**config.mk**
```make
export PLATFORM = sky130hd
export DESIGN_NAME = gsim_ctrl
export DESIGN_NICKNAME = d
export VERILOG_FILES = /design/src/rtl/gsim_ctrl.sv
export SDC_FILE = /design/constraint.sdc
export NUM_CORES = 1
export LEC_CHECK = 0
export ABC_AREA = 0
export BUFFER_PORTS_ARGS = -buffer_cell sky130_fd_sc_hd__buf_2
export CAP_MARGIN = 10
export CORE_AREA = 2 2 67 53
export CTS_CLUSTER_DIAMETER = 30
export CTS_CLUSTER_SIZE = 12
export DETAILED_ROUTE_END_ITERATION = 10
export DIE_AREA = 0 0 69 55
export HOLD_SLACK_MARGIN = 0.06
export PLACE_DENSITY = 0.78
export REMOVE_ABC_BUFFERS = 1
export SYNTH_ARGS = -nofsm -noshare
export SYNTH_HDL_FRONTEND = slang
export SYNTH_SLANG_ARGS = --single-unit
```
**constraint.sdc**
```tcl
create_clock -name clk -period 2.1 [get_ports clk]
set_input_delay 0.21 -clock clk [delete_from_list [all_inputs] [get_ports clk]]
set_output_delay 0.21 -clock clk [all_outputs]
set_load 0.05 [all_outputs]
```
**src/rtl/gsim_ctrl.sv**
```systemverilog
// gsim_ctrl: sequencer for a Gauss-Seidel solver. It collects 16 b-samples, runs
// 16-unknown update sweeps until the sweep converges or hits the limit, then streams x out.
//   clk, reset             clock, asynchronous active-high reset
//   in_en, max_iter        b-sample strobe, sweep limit (0 counts as 1) taken with the 16th sample
//   b_we, b_addr           b-memory write port
//   upd_valid/idx/ready    request to the shared update unit
//   upd_ack, upd_small     update completion, convergence flag qualified by upd_ack
//   x_rd_en, x_rd_addr     answer-memory read port
//   out_valid              read data valid, one cycle after x_rd_en
//   busy, iter_cnt         not receiving, completed sweeps
module gsim_ctrl (
    input  logic       clk,
    input  logic       reset,
    input  logic       in_en,
    input  logic [4:0] max_iter,
    output logic       b_we,
    output logic [3:0] b_addr,
    output logic       upd_valid,
    output logic [3:0] upd_idx,
    input  logic       upd_ready,
    input  logic       upd_ack,
    input  logic       upd_small,
    output logic       x_rd_en,
    output logic [3:0] x_rd_addr,
    output logic       out_valid,
    output logic       busy,
    output logic [4:0] iter_cnt
);
    typedef enum logic [1:0] {RECV, CALC, WAIT, SEND} state_t;
    state_t     r_state;
    logic [3:0] r_cnt;
    logic [3:0] r_idx;
    logic [3:0] r_rd;
    logic [4:0] r_limit;
    logic [4:0] r_iter;
    logic       r_all_small;
    logic       r_upd_valid;
    logic       r_rd_en;
    logic       r_out_valid;
    logic       r_busy;
    logic       w_small;
    logic [4:0] w_iter_next;
    assign w_small     = r_all_small & upd_small;
    assign w_iter_next = (r_iter == 5'd31) ? r_iter : r_iter + 5'd1;
    // The 4-bit sample, index and read counters wrap to 0 on their last step,
    // so no explicit clears are needed when a phase ends.
    always_ff @(posedge clk or posedge reset) begin
        if (reset) begin
            r_state     <= RECV;
            r_cnt       <= 4'd0;
            r_idx       <= 4'd0;
            r_rd        <= 4'd0;
            r_limit     <= 5'd0;
            r_iter      <= 5'd0;
            r_all_small <= 1'b1;
            r_upd_valid <= 1'b0;
            r_rd_en     <= 1'b0;
            r_out_valid <= 1'b0;
            r_busy      <= 1'b0;
        end else begin
            r_out_valid <= r_rd_en;
            case (r_state)
                RECV: if (in_en) begin
                    r_cnt <= r_cnt + 4'd1;
                    if (r_cnt == 4'd15) begin
                        r_limit     <= (max_iter == 5'd0) ? 5'd1 : max_iter;
                        r_iter      <= 5'd0;
                        r_all_small <= 1'b1;
                        r_state     <= CALC;
                        r_upd_valid <= 1'b1;
                        r_busy      <= 1'b1;
                    end
                end
                CALC: if (upd_ready) begin
                    r_state     <= WAIT;
                    r_upd_valid <= 1'b0;
                end
                WAIT: if (upd_ack) begin
                    r_idx <= r_idx + 4'd1;
                    if (r_idx != 4'd15) begin
                        r_all_small <= w_small;
                        r_state     <= CALC;
                        r_upd_valid <= 1'b1;
                    end else begin
                        r_iter <= w_iter_next;
                        if (w_small || w_iter_next == r_limit) begin
                            r_all_small <= w_small;
                            r_state     <= SEND;
                            r_rd_en     <= 1'b1;
                        end else begin
                            r_all_small <= 1'b1;
                            r_state     <= CALC;
                            r_upd_valid <= 1'b1;
                        end
                    end
                end
                SEND: begin
                    r_rd <= r_rd + 4'd1;
                    if (r_rd == 4'd15) begin
                        r_state <= RECV;
                        r_rd_en <= 1'b0;
                        r_busy  <= 1'b0;
                    end
                end
            endcase
        end
    end
    assign b_we      = in_en & (r_state == RECV) & ~reset;
    assign b_addr    = r_cnt;
    assign upd_valid = r_upd_valid;
    assign upd_idx   = r_idx;
    assign x_rd_en   = r_rd_en;
    assign x_rd_addr = r_rd;
    assign out_valid = r_out_valid;
    assign busy      = r_busy;
    assign iter_cnt  = r_iter;
endmodule

```
[Yosys cells after proc, flatten, opt, wreduce, memory -nomap -nowiden]
Index checks and enable logic that the tools add are counted.
Word-level totals
  register bits after elaboration: 29
  bits of input ports: 11
  output and inout bits: 22
  logic and storage cells: 83
Operators by class
  add/sub/neg operators: 4
  equality and inequality tests: 16
  muxes and demuxes: 32
  bitwise operators: 4
  reductions and logical operators: 16
Operator list (number)
  $mux W5: 6
  $reduce_and A5 Y1: 3
  $mux W2: 7
  $ne A2 B2 Y1 const B: 7
  $mux W1: 13
  $add A4 B1 Y4 const B: 3
  $pmux W5 S2: 1
  $eq A4 B4 Y1 const B: 2
  $pmux W2 S4: 1
  $reduce_and A4 Y1: 2
  $pmux W1 S2: 3
  $reduce_and A6 Y1: 1
  $reduce_bool A2 Y1: 3
  $add A5 B1 Y5 const B: 1
  $eq A5 B5 Y1: 1
  $eq A5 B5 Y1 const B: 1
  $logic_not A5 Y1: 1
  $eq A2 B2 Y1 const B: 2
  $ne A4 B4 Y1 const B: 1
  $reduce_and A2 Y1: 2
  $and A1 B1 Y1: 3
  $ne A3 B3 Y1 const B: 1
  $pmux W1 S3: 1
  $reduce_and A3 Y1: 1
  5 further kinds: 5

[Longest topological paths before layout]
Gate-level depths: netlist of run 1.
  depth after elaboration: 8
  depth in mapped cells: 6
  gate-level depth less buffers: 6

[Worst setup path after synthesis of run 1]
OpenSTA, ideal clock, no wires.
  path kind: register -> register
  start: register r_iter[0] (netlist: iter_cnt[0])
  end: register r_all_small
  library setup time: 84 ps
  data arrival time: 2026 ps
  required time: 2016 ps
  path slack: -9 ps
  cell stages (with the launch flop): 6
  buffers on the path: 0
  clock period less this slack: 2109 ps
  cell sequence: dfrtp_1 -> ha_1 -> nand4_2 -> o31ai_1 -> o211ai_1 -> a311o_1
On the way
  word-level cells in the longest chain between the ends: 8
  elaborated cells between the ends (all ways): 9
  those cells by class: add/sub (1); eq/ne (2); mux (5); reduce/logical (1)
Ends and longest elaborated chain
  from (decl): line 35  | logic [4:0] r_iter;
  from (signal assigned): line 85  | r_iter <= w_iter_next;
  $add A5 B1 Y5 / $eq A5 B5 Y1 (equally long branches): line 44  | assign w_iter_next = (r_iter == 5'd31) ? r_iter : r_iter + 5'd1;
  $mux W5 (*): line 44
  $eq A5 B5 Y1 (*): line 86  | if (w_small || w_iter_next == r_limit) begin
  $logic_or A1 B1 Y1 (*): line 86
  $mux W1 (*): line 86
  $mux W1 (*): line 80  | if (r_idx != 4'd15) begin
  $mux W1 (*): line 78  | WAIT: if (upd_ack) begin
  $pmux W1 S2 (*): line 62  | case (r_state)
  to (signal assigned): line 81  | r_all_small <= w_small;
  to (signal assigned): line 87  | r_all_small <= w_small;
  to (decl): line 36  | logic r_all_small;
Mark *: on every way between the ends. The rest lies on a longest branch, timed or not. The select of a mux whose other input is x is not followed.
A chain may end at the register's enable or synchronous reset.

[Worst setup path after layout of run 1]
  start: register r_iter[1] (netlist: iter_cnt[1])
  end: register r_all_small
Same word-level chain as after synthesis.

==> flow_metrics.env, run 1 <==
export IMPL_status="complete, no violations"
export IMPL_layout_drive_gt1_share=0.285
export IMPL_power_density_nw_per_um2=1190
export IMPL_timing_rr_end="r_all_small$_DFFE_PP1P_"
export IMPL_cts_hold_buffers=0
export IMPL_coreArea_sq_um=3150
export IMPL_cts_buffer_depth=2
export IMPL_rsz0062_at_grt="no"
export IMPL_dr_pass1_iters=4
export IMPL_dr_total_vias=1275
export IMPL_grt_usage=0.194
export IMPL_area_growth_pct=19.4
export IMPL_drt_first_iter_violations=73
export IMPL_fmax_mhz=516
export IMPL_fp_dieW_um=69
export IMPL_num_rows=18
export IMPL_synth_seq_area_share=0.475
export IMPL_htree_levels=2
export IMPL_setup_slack_ns=0.161
export IMPL_grt_pass1_vias=1215
export IMPL_synth_cell_types=41
export IMPL_viasPerCell=5.64
export IMPL_cap_violations=0
export IMPL_fin_area_sq_um=1830
export IMPL_crit_start="iter_cnt[1]$_DFFE_PP0P_"
export IMPL_root_buffer="clkbuf_8"
export IMPL_cts_tree="yes"
export IMPL_critPathLaunchType="register"
export IMPL_ys_ff_latch=29
export IMPL_rr_worst_depth=5
export IMPL_syn_inst=149
export IMPL_regToRegSetupSlack_ns=0.16
export IMPL_max_slew_margin_rel=0.667
export IMPL_cts_made_buffers=5
export IMPL_worst_pin_slew_ns=0.498
export IMPL_min_period_ns=1.94
export IMPL_grt_pass1_wl_um=5530
export IMPL_antenna_cells=0
export IMPL_path_clk_slew_ns=0.06
export IMPL_drt_wl_total_um=3430
export IMPL_setup_tns_ns=0
export IMPL_antenna_found_initial=0
export IMPL_start_util=0.485
export IMPL_hold_violations=0
export IMPL_crit_arrival_ns=2.14
export IMPL_r2r_start="iter_cnt[1]$_DFFE_PP0P_"
export IMPL_port_buffers=32
export IMPL_ir_drop_mv=0.977
export IMPL_die_h_um=55
export IMPL_hold_path_class="in -> async"
export IMPL_synth_flop_cell="dfrtp_1"
export IMPL_avgRoutedWirePerCell_um=15.2
export IMPL_syn_area_sq_um=1530
export IMPL_finClkSkew_ns=0.00517
export IMPL_crit_required_ns=2.30
export IMPL_grt_max_degree=30
export IMPL_post_route_util=0.579
export IMPL_path_class="reg -> reg"
export IMPL_drv_slew=0
export IMPL_nNetsFinal=201
export IMPL_clock_sinks=29
export IMPL_die_area_sq_um=3800
export IMPL_io_pins=33
export IMPL_route_detailed_drc=0
export IMPL_synth_edf_count=0
export IMPL_setup_violations=0
export IMPL_gp_congestion=0.842
export IMPL_ys_warnings_count=0
export IMPL_power_leakage_nw=0.872
export IMPL_endpoint="r_all_small$_DFFE_PP1P_"
export IMPL_synthArstFlopShare=1.00
export IMPL_dpl_hpwl_um=2610
export IMPL_fin_crit_sh=0.923
export IMPL_syn_area_per_cell_sq_um=10.3
export IMPL_gr_total_overflow=0
export IMPL_ant_nets=0
export IMPL_dp_slack_ns=0.152
export IMPL_clkLatencyLatePin_ns=0.27
export IMPL_postPlaceCellArea_sq_um=1740
export IMPL_crit_path_max_fanout=8
export IMPL_worst_setup_path_end_kind="register"
-- Yosys cell counts, types with 3 or more instances --
library cell	instances	share of area
dfrtp_1	28	0.46
nand2_1	14	0.034
a21oi_1	12	0.039
nor2_1	11	0.027
xnor2_1	9	0.052
mux2_2	6	0.044
nand3_1	6	0.020
buf_2	5	0.016
xor2_1	5	0.029
ha_1	4	0.033
inv_1	4	0.0098
nand4_1	4	0.016
a31oi_1	3	0.012
o21ai_0	3	0.0098
-- power breakdown --
part / internal (mW) / switching (mW)
Clock: 0.259 / 0.193
Combinational: 0.301 / 0.533
Sequential: 0.712 / 0.179
-- placed cells by master (no fill, tap or decap), types with 2 or more instances in the layout --
master | Yosys | final
a21boi_1 | 2 | 2
a21oi_1 | 12 | 12
a31oi_1 | 3 | 3
and2_1 | 2 | 2
and3_1 | 2 | 2
buf_2 | 5 | 32
buf_4 | 0 | 3
clkbuf_8 | 0 | 6
dfrtp_1 | 28 | 28
ha_1 | 4 | 3
inv_1 | 4 | 4
mux2_2 | 6 | 6
nand2_1 | 14 | 14
nand3_1 | 6 | 6
nand4_1 | 4 | 4
nor2_1 | 11 | 11
nor2b_1 | 2 | 2
nor3b_2 | 2 | 2
o211ai_1 | 2 | 2
o21a_1 | 2 | 2
o21ai_0 | 3 | 3
o21ai_1 | 2 | 2
xnor2_1 | 9 | 9
xor2_1 | 5 | 5
-- metrics by stage --
| stage | total power [mW] | hold slack (ns) | cells |
|---|---|---|---|
| after floorplan | 1.51 | 0.293 | 144 |
| after global placement | 1.68 | 0.378 | 219 |
| after detailed placement | 1.74 | 0.371 | 219 |
| after CTS | 2.19 | 0.0746 | 226 |
| after global routing | 2.31 | 0.0978 | 226 |
| final | 2.18 | 0.0764 | 226 |
-- how the worst min path moves through the flow --
stage	slack, ns	cells after the start	start	endpoint
detailed placement	0.37	3	reset	busy$_DFFE_PP0P_
global route	0.1	3	reset	busy$_DFFE_PP0P_
floorplan	0.29	1	reset	b_addr[0]$_DFFE_PP0P_
CTS	0.07	3	reset	upd_valid$_DFFE_PP0P_
global placement	0.38	3	reset	busy$_DFFE_PP0P_
finish	0.08	3	reset	upd_valid$_DFFE_PP0P_
-- flip-flops by register name (all words and copies together), names as in the netlist --
register     cells
iter_cnt         5
busy             1
b_addr           4
out_valid        1
upd_idx          4
upd_valid        1
r_limit          5
x_rd_addr        4
r_all_small      1
r_state          2
x_rd_en          1
-- layout make-up --
type | count | area, sq um
fillers | 291 | 1330
clock buffers | 7 | 86.3
flip-flops and latches | 29 | 727
repair buffers | 35 | 183
well taps | 40 | 50.0
inverters | 4 | 15.0
multi-input cells | 111 | 764
-- critical path, stage by stage (launching register included) --
cell and delay (ns):
dfrtp_1 0.44, ha_2 0.30, nand4_2 0.20, o31ai_1 0.32, o211ai_1 0.21, a311o_1 0.39
-- per-layer routing --
layer	vias to the layer above	part of all wire	global-route usage
met1	621	0.44	0.230
li1	616	-	-
met5	-	0	0
met2	33	0.50	0.338
met4	0	0.016	0.111
met3	5	0.045	0.0435
-- repair_timing --
action	in CTS	in global routing
buffers inserted	0	0
setup endpoints to repair	0	2
gates resized for setup	0	1
-- cell families (layout without fill, tap and decap cells) --
logic type | Yosys count | after routing | share of synthesized area
buf+inv | 9 | 46 | 0.0262
compound gates | 36 | 36 | 0.155
flops | 29 | 29 | 0.475
simple gates | 50 | 50 | 0.179
fa+ha+maj | 4 | 4 | 0.0327
xor+xnor | 14 | 14 | 0.0802
mux | 7 | 7 | 0.0507
No activity file was read; power rests on OpenSTA's default activity.
==> run 2: changes to the inputs <==
--- a/config.mk
+++ b/config.mk
@@ -14,8 +14,9 @@
 export DETAILED_ROUTE_END_ITERATION = 10
 export DIE_AREA = 0 0 69 55
 export HOLD_SLACK_MARGIN = 0.06
-export PLACE_DENSITY = 0.78
+export PLACE_DENSITY_LB_ADDON = 0.1
 export REMOVE_ABC_BUFFERS = 1
+export SETUP_SLACK_MARGIN = 0.5
 export SYNTH_ARGS = -nofsm -noshare
 export SYNTH_HDL_FRONTEND = slang
 export SYNTH_SLANG_ARGS = --single-unit
==> flow_metrics.env, run 2 (synthesis results as in run 1) <==
export IMPL_io_pins=33
export IMPL_cpPeakStageDelay_ns=0.44
export IMPL_drv_slew=0
export IMPL_drt_first_iter_violations=101
export IMPL_clkLatencyLatePin_ns=0.27
export IMPL_combPwrFrac=0.414
export IMPL_gr_total_overflow=0
export IMPL_coreArea_sq_um=3150
export IMPL_critPathLaunchType="register"
export IMPL_root_buffer="clkbuf_8"
export IMPL_dr_total_vias=1296
export IMPL_worst_pin_slew_ns=0.372
export IMPL_path_class="reg -> reg"
export IMPL_grt_max_degree=30
export IMPL_fp_dieW_um=69
export IMPL_setup_tns_ns=0
export IMPL_drt_wl_total_um=3570
export IMPL_grt_pass1_vias=1194
export IMPL_cap_violations=0
export IMPL_die_h_um=55
export IMPL_worst_path_buf_inv=1
export IMPL_crit_arrival_ns=1.90
export IMPL_power_density_nw_per_um2=1160
export IMPL_r2r_start="iter_cnt[1]$_DFFE_PP0P_"
export IMPL_hold_violations=0
export IMPL_dpl_cell_count=220
export IMPL_path_clk_slew_ns=0.06
export IMPL_max_slew_margin_rel=0.752
export IMPL_num_rows=18
export IMPL_power_leakage_nw=0.930
export IMPL_setup_slack_ns=0.360
export IMPL_crit_path_top_delay_cell="dfrtp_2"
export IMPL_fin_hold_ws_ns=0.0901
export IMPL_grt_usage=0.200
export IMPL_p_sw_mw=0.951
export IMPL_grt_pass1_wl_um=5780
export IMPL_stdcell_count=238
export IMPL_p_sw_frac=0.412
export IMPL_setup_violations=0
export IMPL_fmax_mhz=575
export IMPL_rsz0062_at_grt="yes"
export IMPL_cts_buffer_depth=2
export IMPL_antenna_cells=0
export IMPL_critPathTopFamily="compound AO/OA/AOI/OAI gates"
export IMPL_antenna_found_initial=0
export IMPL_worstPathCellList="ha_4 > and4bb_1 > a31oi_1 > a21oi_1 > o211ai_1 > buf_4 > a21oi_2"
export IMPL_die_area_sq_um=3800
export IMPL_dpl_hpwl_um=2480
export IMPL_final_cell_mix="buf_2 (31), dfrtp_1 (22), buf_4 (14)"
export IMPL_avgRoutedWirePerCell_um=15.0
export IMPL_finClkSkew_ns=0.00795
export IMPL_clock_sinks=29
export IMPL_start_util=0.485
export IMPL_htree_levels=2
export IMPL_power_share_clock=0.201
export IMPL_viasPerCell=5.45
export IMPL_hold_path_class="in -> async"
export IMPL_post_route_util=0.634
export IMPL_p_int_mw=1.36
export IMPL_crit_required_ns=2.26
export IMPL_crit_start="iter_cnt[1]$_DFFE_PP0P_"
export IMPL_port_buffers=32
export IMPL_postPlaceCellArea_sq_um=1740
export IMPL_ir_drop_mv=0.902
export IMPL_nNetsFinal=212
export IMPL_dr_pass1_iters=4
export IMPL_regToRegSetupSlack_ns=0.36
export IMPL_layout_drive_gt1_share=0.409
export IMPL_seqPwrFrac=0.384
export IMPL_worst_setup_path_end_kind="register"
export IMPL_fin_crit_sh=0.829
export IMPL_ant_nets=0
export IMPL_total_power_mw=2.31
export IMPL_area_growth_pct=30.8
export IMPL_min_period_ns=1.74
export IMPL_fin_area_sq_um=2000
export IMPL_gp_congestion=0.862
export IMPL_cts_tree="yes"
export IMPL_cts_made_buffers=5
export IMPL_dp_slack_ns=0.116
export IMPL_status="complete, no violations"
export IMPL_crit_path_max_fanout=7
export IMPL_route_detailed_drc=0
export IMPL_final_common_cell="buf_2"
-- run 2: cell types whose count changed in the layout (fill, tap and decap cells not counted), moves of 2 or more --
cell      before  now
a21oi_2        0    3
dfrtp_2        0    6
dfrtp_1       28   22
a21oi_1       12    9
buf_4          3   14
a21boi_1       2    0
-- run 2: layout make-up --
| type | count | area (sq um) |
|---|---|---|
| clock buffers | 8 | 90.1 |
| fillers | 276 | 1150 |
| inverters | 4 | 15.0 |
| multi-input cells | 111 | 835 |
| flip-flops and latches | 29 | 734 |
| well taps | 40 | 50.0 |
| repair buffers | 46 | 275 |
-- run 2: worst register-to-register path, cell delays in order, from the launching register on --
cell      delay [ns]
dfrtp_2         0.44
ha_4            0.20
and4bb_1        0.20
a31oi_1         0.15
a21oi_1         0.08
o211ai_1        0.32
buf_4           0.19
a21oi_2         0.05
-- run 2: worst paths after layout --
kind                                            end  depth (start not counted)
min in group clk             r_limit[4]$_DFFE_PP0P_                          2
setup / recovery                x_rd_en$_DFFE_PP0P_                          7
max in group asynchronous   r_all_small$_DFFE_PP1P_                          3
hold reg to reg                 out_valid$_DFF_PP0_                          0
setup reg to reg                x_rd_en$_DFFE_PP0P_                          7
hold / removal             x_rd_addr[0]$_DFFE_PP0N_                          3
-- run 2: power by group through the flow --
stage	clock network (mW)	registers, mW	logic, mW
3_5_place_dp	0	0.899	0.830
4_1_cts	0.469	0.880	0.931
5_1_grt	0.508	0.905	1.04
3_3_place_gp	0	0.888	0.814
6_report	0.466	0.888	0.958
2_1_floorplan	0	1.14	0.367
-- run 2: what timing repair did --
item                       4_1_cts  5_1_grt
setup endpoints to repair       14       10
pin swaps                        7        3
resized for setup               21        5
hold endpoints to repair         0        0
hold buffers                     0        0
buffers inserted                 8        2
-- run 2: per-layer routing --
metal | global-route usage | vias to the layer above | wire [um] | part of all wire
li1 | - | 634 | - | -
met1 | 0.275 | 621 | 1680 | 0.47
met2 | 0.313 | 37 | 1670 | 0.47
met3 | 0.0507 | 4 | 183 | 0.051
met4 | 0.0752 | 0 | 31 | 0.0087
met5 | 0 | - | 0 | 0
==> run 3: changes to the inputs <==
==> constraint.sdc (replaced) <==
create_clock -name clk -period 1.7 [get_ports clk]
set_input_delay 0.17 -clock clk [delete_from_list [all_inputs] [get_ports clk]]
set_output_delay 0.17 -clock clk [all_outputs]
set_load 0.05 [all_outputs]
==> flow_metrics.env, run 3 (synthesis results as in run 1) <==
export IMPL_num_rows=18
export IMPL_status="complete, but fails checks"
export IMPL_fill_cells=228
export IMPL_wl_met3_um=198
export IMPL_area_growth_pct=51.1
export IMPL_drt_first_iter_violations=148
export IMPL_path_common_cell="o211ai_1"
export IMPL_crit_path_max_fanout=8
export IMPL_layout_drive_gt1_share=0.514
export IMPL_dp_slack_ns=-0.159
export IMPL_cpPeakStageDelay_ns=0.41
export IMPL_regToRegSetupSlack_ns=-0.06
export IMPL_gp_congestion=0.822
export IMPL_dr_pass1_iters=5
export IMPL_avgRoutedWirePerCell_um=15.8
export IMPL_drt_wl_total_um=3990
export IMPL_cap_violations=0
export IMPL_htree_levels=2
export IMPL_timing_rr_end="x_rd_en$_DFFE_PP0P_"
export IMPL_finClkSkew_ns=0.00489
export IMPL_holdPathEnd="r_limit[2]$_DFFE_PP0P_"
export IMPL_setup_slack_ns=-0.0587
export IMPL_path_class="reg -> reg"
export IMPL_ant_nets=0
export IMPL_post_route_util=0.733
export IMPL_io_pins=33
export IMPL_drv_slew=0
export IMPL_dr_total_vias=1399
export IMPL_power_share_clock=0.177
export IMPL_port_buffers=32
export IMPL_p_sw_frac=0.399
export IMPL_dpl_cell_count=232
export IMPL_grt_pass1_vias=1300
export IMPL_p_sw_mw=1.29
export IMPL_p_int_mw=1.95
export IMPL_antenna_found_initial=0
export IMPL_grt_usage=0.219
export IMPL_start_util=0.485
export IMPL_setup_violations=3
export IMPL_max_slew_margin_rel=0.748
export IMPL_gr_total_overflow=0
export IMPL_seqPwrFrac=0.342
export IMPL_fp_dieW_um=69
export IMPL_dpl_hpwl_um=2590
export IMPL_power_leakage_nw=1.11
export IMPL_r2r_start="iter_cnt[0]$_DFFE_PP0P_"
export IMPL_hold_violations=0
export IMPL_route_detailed_drc=0
export IMPL_worst_pin_slew_ns=0.377
export IMPL_cts_buffer_depth=2
export IMPL_fin_crit_sh=1.03
export IMPL_stdcell_count=252
export IMPL_rsz0062_at_grt="yes"
export IMPL_critPathLaunchType="register"
export IMPL_clkLatencyLatePin_ns=0.27
export IMPL_die_h_um=55
export IMPL_min_period_ns=1.76
export IMPL_coreArea_sq_um=3150
export IMPL_cts_tree="yes"
export IMPL_antenna_cells=0
export IMPL_wirelength_met1_um=1790
export IMPL_violations="setup timing"
export IMPL_rr_worst_depth=7
export IMPL_crit_required_ns=1.86
export IMPL_crit_arrival_ns=1.92
export IMPL_wl_met2_um=1960
export IMPL_grt_max_degree=30
export IMPL_holdPathStages=2
export IMPL_hold_path_class="in -> reg"
export IMPL_clock_sinks=29
export IMPL_power_density_nw_per_um2=1400
export IMPL_nNetsFinal=226
export IMPL_root_buffer="clkbuf_8"
export IMPL_final_common_cell="dfrtp_1"
export IMPL_final_cell_mix="dfrtp_1 (24), buf_2 (21), buf_4 (17)"
export IMPL_min_from="max_iter[2]"
export IMPL_ir_drop_mv=1.35
export IMPL_crit_path_top_delay_cell="dfrtp_1"
export IMPL_viasPerCell=5.55
export IMPL_combPwrFrac=0.481
export IMPL_cts_made_buffers=5
export IMPL_worst_path_buf_inv=1
export IMPL_critPathTopFamily="compound AO/OA/AOI/OAI gates"
export IMPL_path_clk_slew_ns=0.06
export IMPL_die_area_sq_um=3800
export IMPL_top_layer="met4"
export IMPL_worst_setup_path_end_kind="register"
export IMPL_grt_pass1_wl_um=6330
export IMPL_worstPathCellList="ha_4 > nor3b_4 > o211ai_1 > o41ai_2 > o211ai_1 > buf_4 > a21oi_2"
export IMPL_setup_tns_ns=-0.0948
export IMPL_total_power_mw=3.23
export IMPL_fmax_mhz=569
run 3: cell types whose count changed in the layout (fill, tap and decap cells not counted), moves of 4 or more:
cell     before  now
buf_6         0   16
buf_2        31   21
mux2_2        6    0
mux2_4        0    6
nand2_1      13    8
nand2_4       0    4
run 3: power by group through the flow:
| stage | Clock (mW) | Combinational [mW] | Sequential, mW |
|---|---|---|---|
| after floorplan | 0 | 0.453 | 1.41 |
| after global placement | 0 | 1.12 | 1.06 |
| after detailed placement | 0 | 1.15 | 1.08 |
| after CTS | 0.585 | 1.36 | 1.08 |
| after global routing | 0.620 | 1.66 | 1.13 |
| final | 0.574 | 1.55 | 1.11 |
run 3: cell type report:
type / instances / area (sq um) / share of cell area
well taps: 40 / 50.0 / 0.0217
multi-input cells: 111 / 941 / 0.407
repair buffers: 60 / 483 / 0.209
clock buffers: 8 / 90.1 / 0.0390
flip-flops and latches: 29 / 732 / 0.317
inverters: 4 / 15.0 / 0.00650
run 3: metal layers:
layer / vias to the layer above / GRT usage
met5: - / 0
met1: 687 / 0.288
met4: 0 / 0.0784
met2: 43 / 0.365
met3: 6 / 0.0507
li1: 663 / -
run 3: what timing repair did:
action	CTS	global route
hold buffers	1	0
gates resized for setup	54	32
setup buffers	5	6
hold endpoints to repair	8	0
pin swaps	13	8
cloned	0	0
endpoints found under the setup margin	23	32
run 3: through the flow:
| stage | hold slack (ns) | cell area [sq um] |
|---|---|---|
| 6_report | 0.144 | 2310 |
| 5_1_grt | 0.144 | 2310 |
| 4_1_cts | 0.137 | 2170 |
| 3_5_place_dp | 0.346 | 1830 |
| 3_3_place_gp | 0.348 | 1830 |
| 2_1_floorplan | 0.253 | 1500 |
run 3: how the worst max path moves through the flow:
stage / start / to / slack, ns / cells after the start
CTS: iter_cnt[0]$_DFFE_PP0P_ / x_rd_en$_DFFE_PP0P_ / -0.02 / 7
global route: iter_cnt[0]$_DFFE_PP0P_ / x_rd_en$_DFFE_PP0P_ / -0.13 / 7
finish: iter_cnt[0]$_DFFE_PP0P_ / x_rd_en$_DFFE_PP0P_ / -0.06 / 7
floorplan: iter_cnt[0]$_DFFE_PP0P_ / r_all_small$_DFFE_PP1P_ / -0.41 / 5
global placement: iter_cnt[0]$_DFFE_PP0P_ / upd_valid$_DFFE_PP0P_ / -0.04 / 5
detailed placement: iter_cnt[0]$_DFFE_PP0P_ / upd_valid$_DFFE_PP0P_ / -0.16 / 6
run 3: worst reg2reg max path, stage by stage, from the launching register on:
cell and delay (ns):
dfrtp_1 0.41, ha_4 0.21, nor3b_4 0.16, o211ai_1 0.19
o41ai_2 0.10, o211ai_1 0.34, buf_4 0.19, a21oi_2 0.04
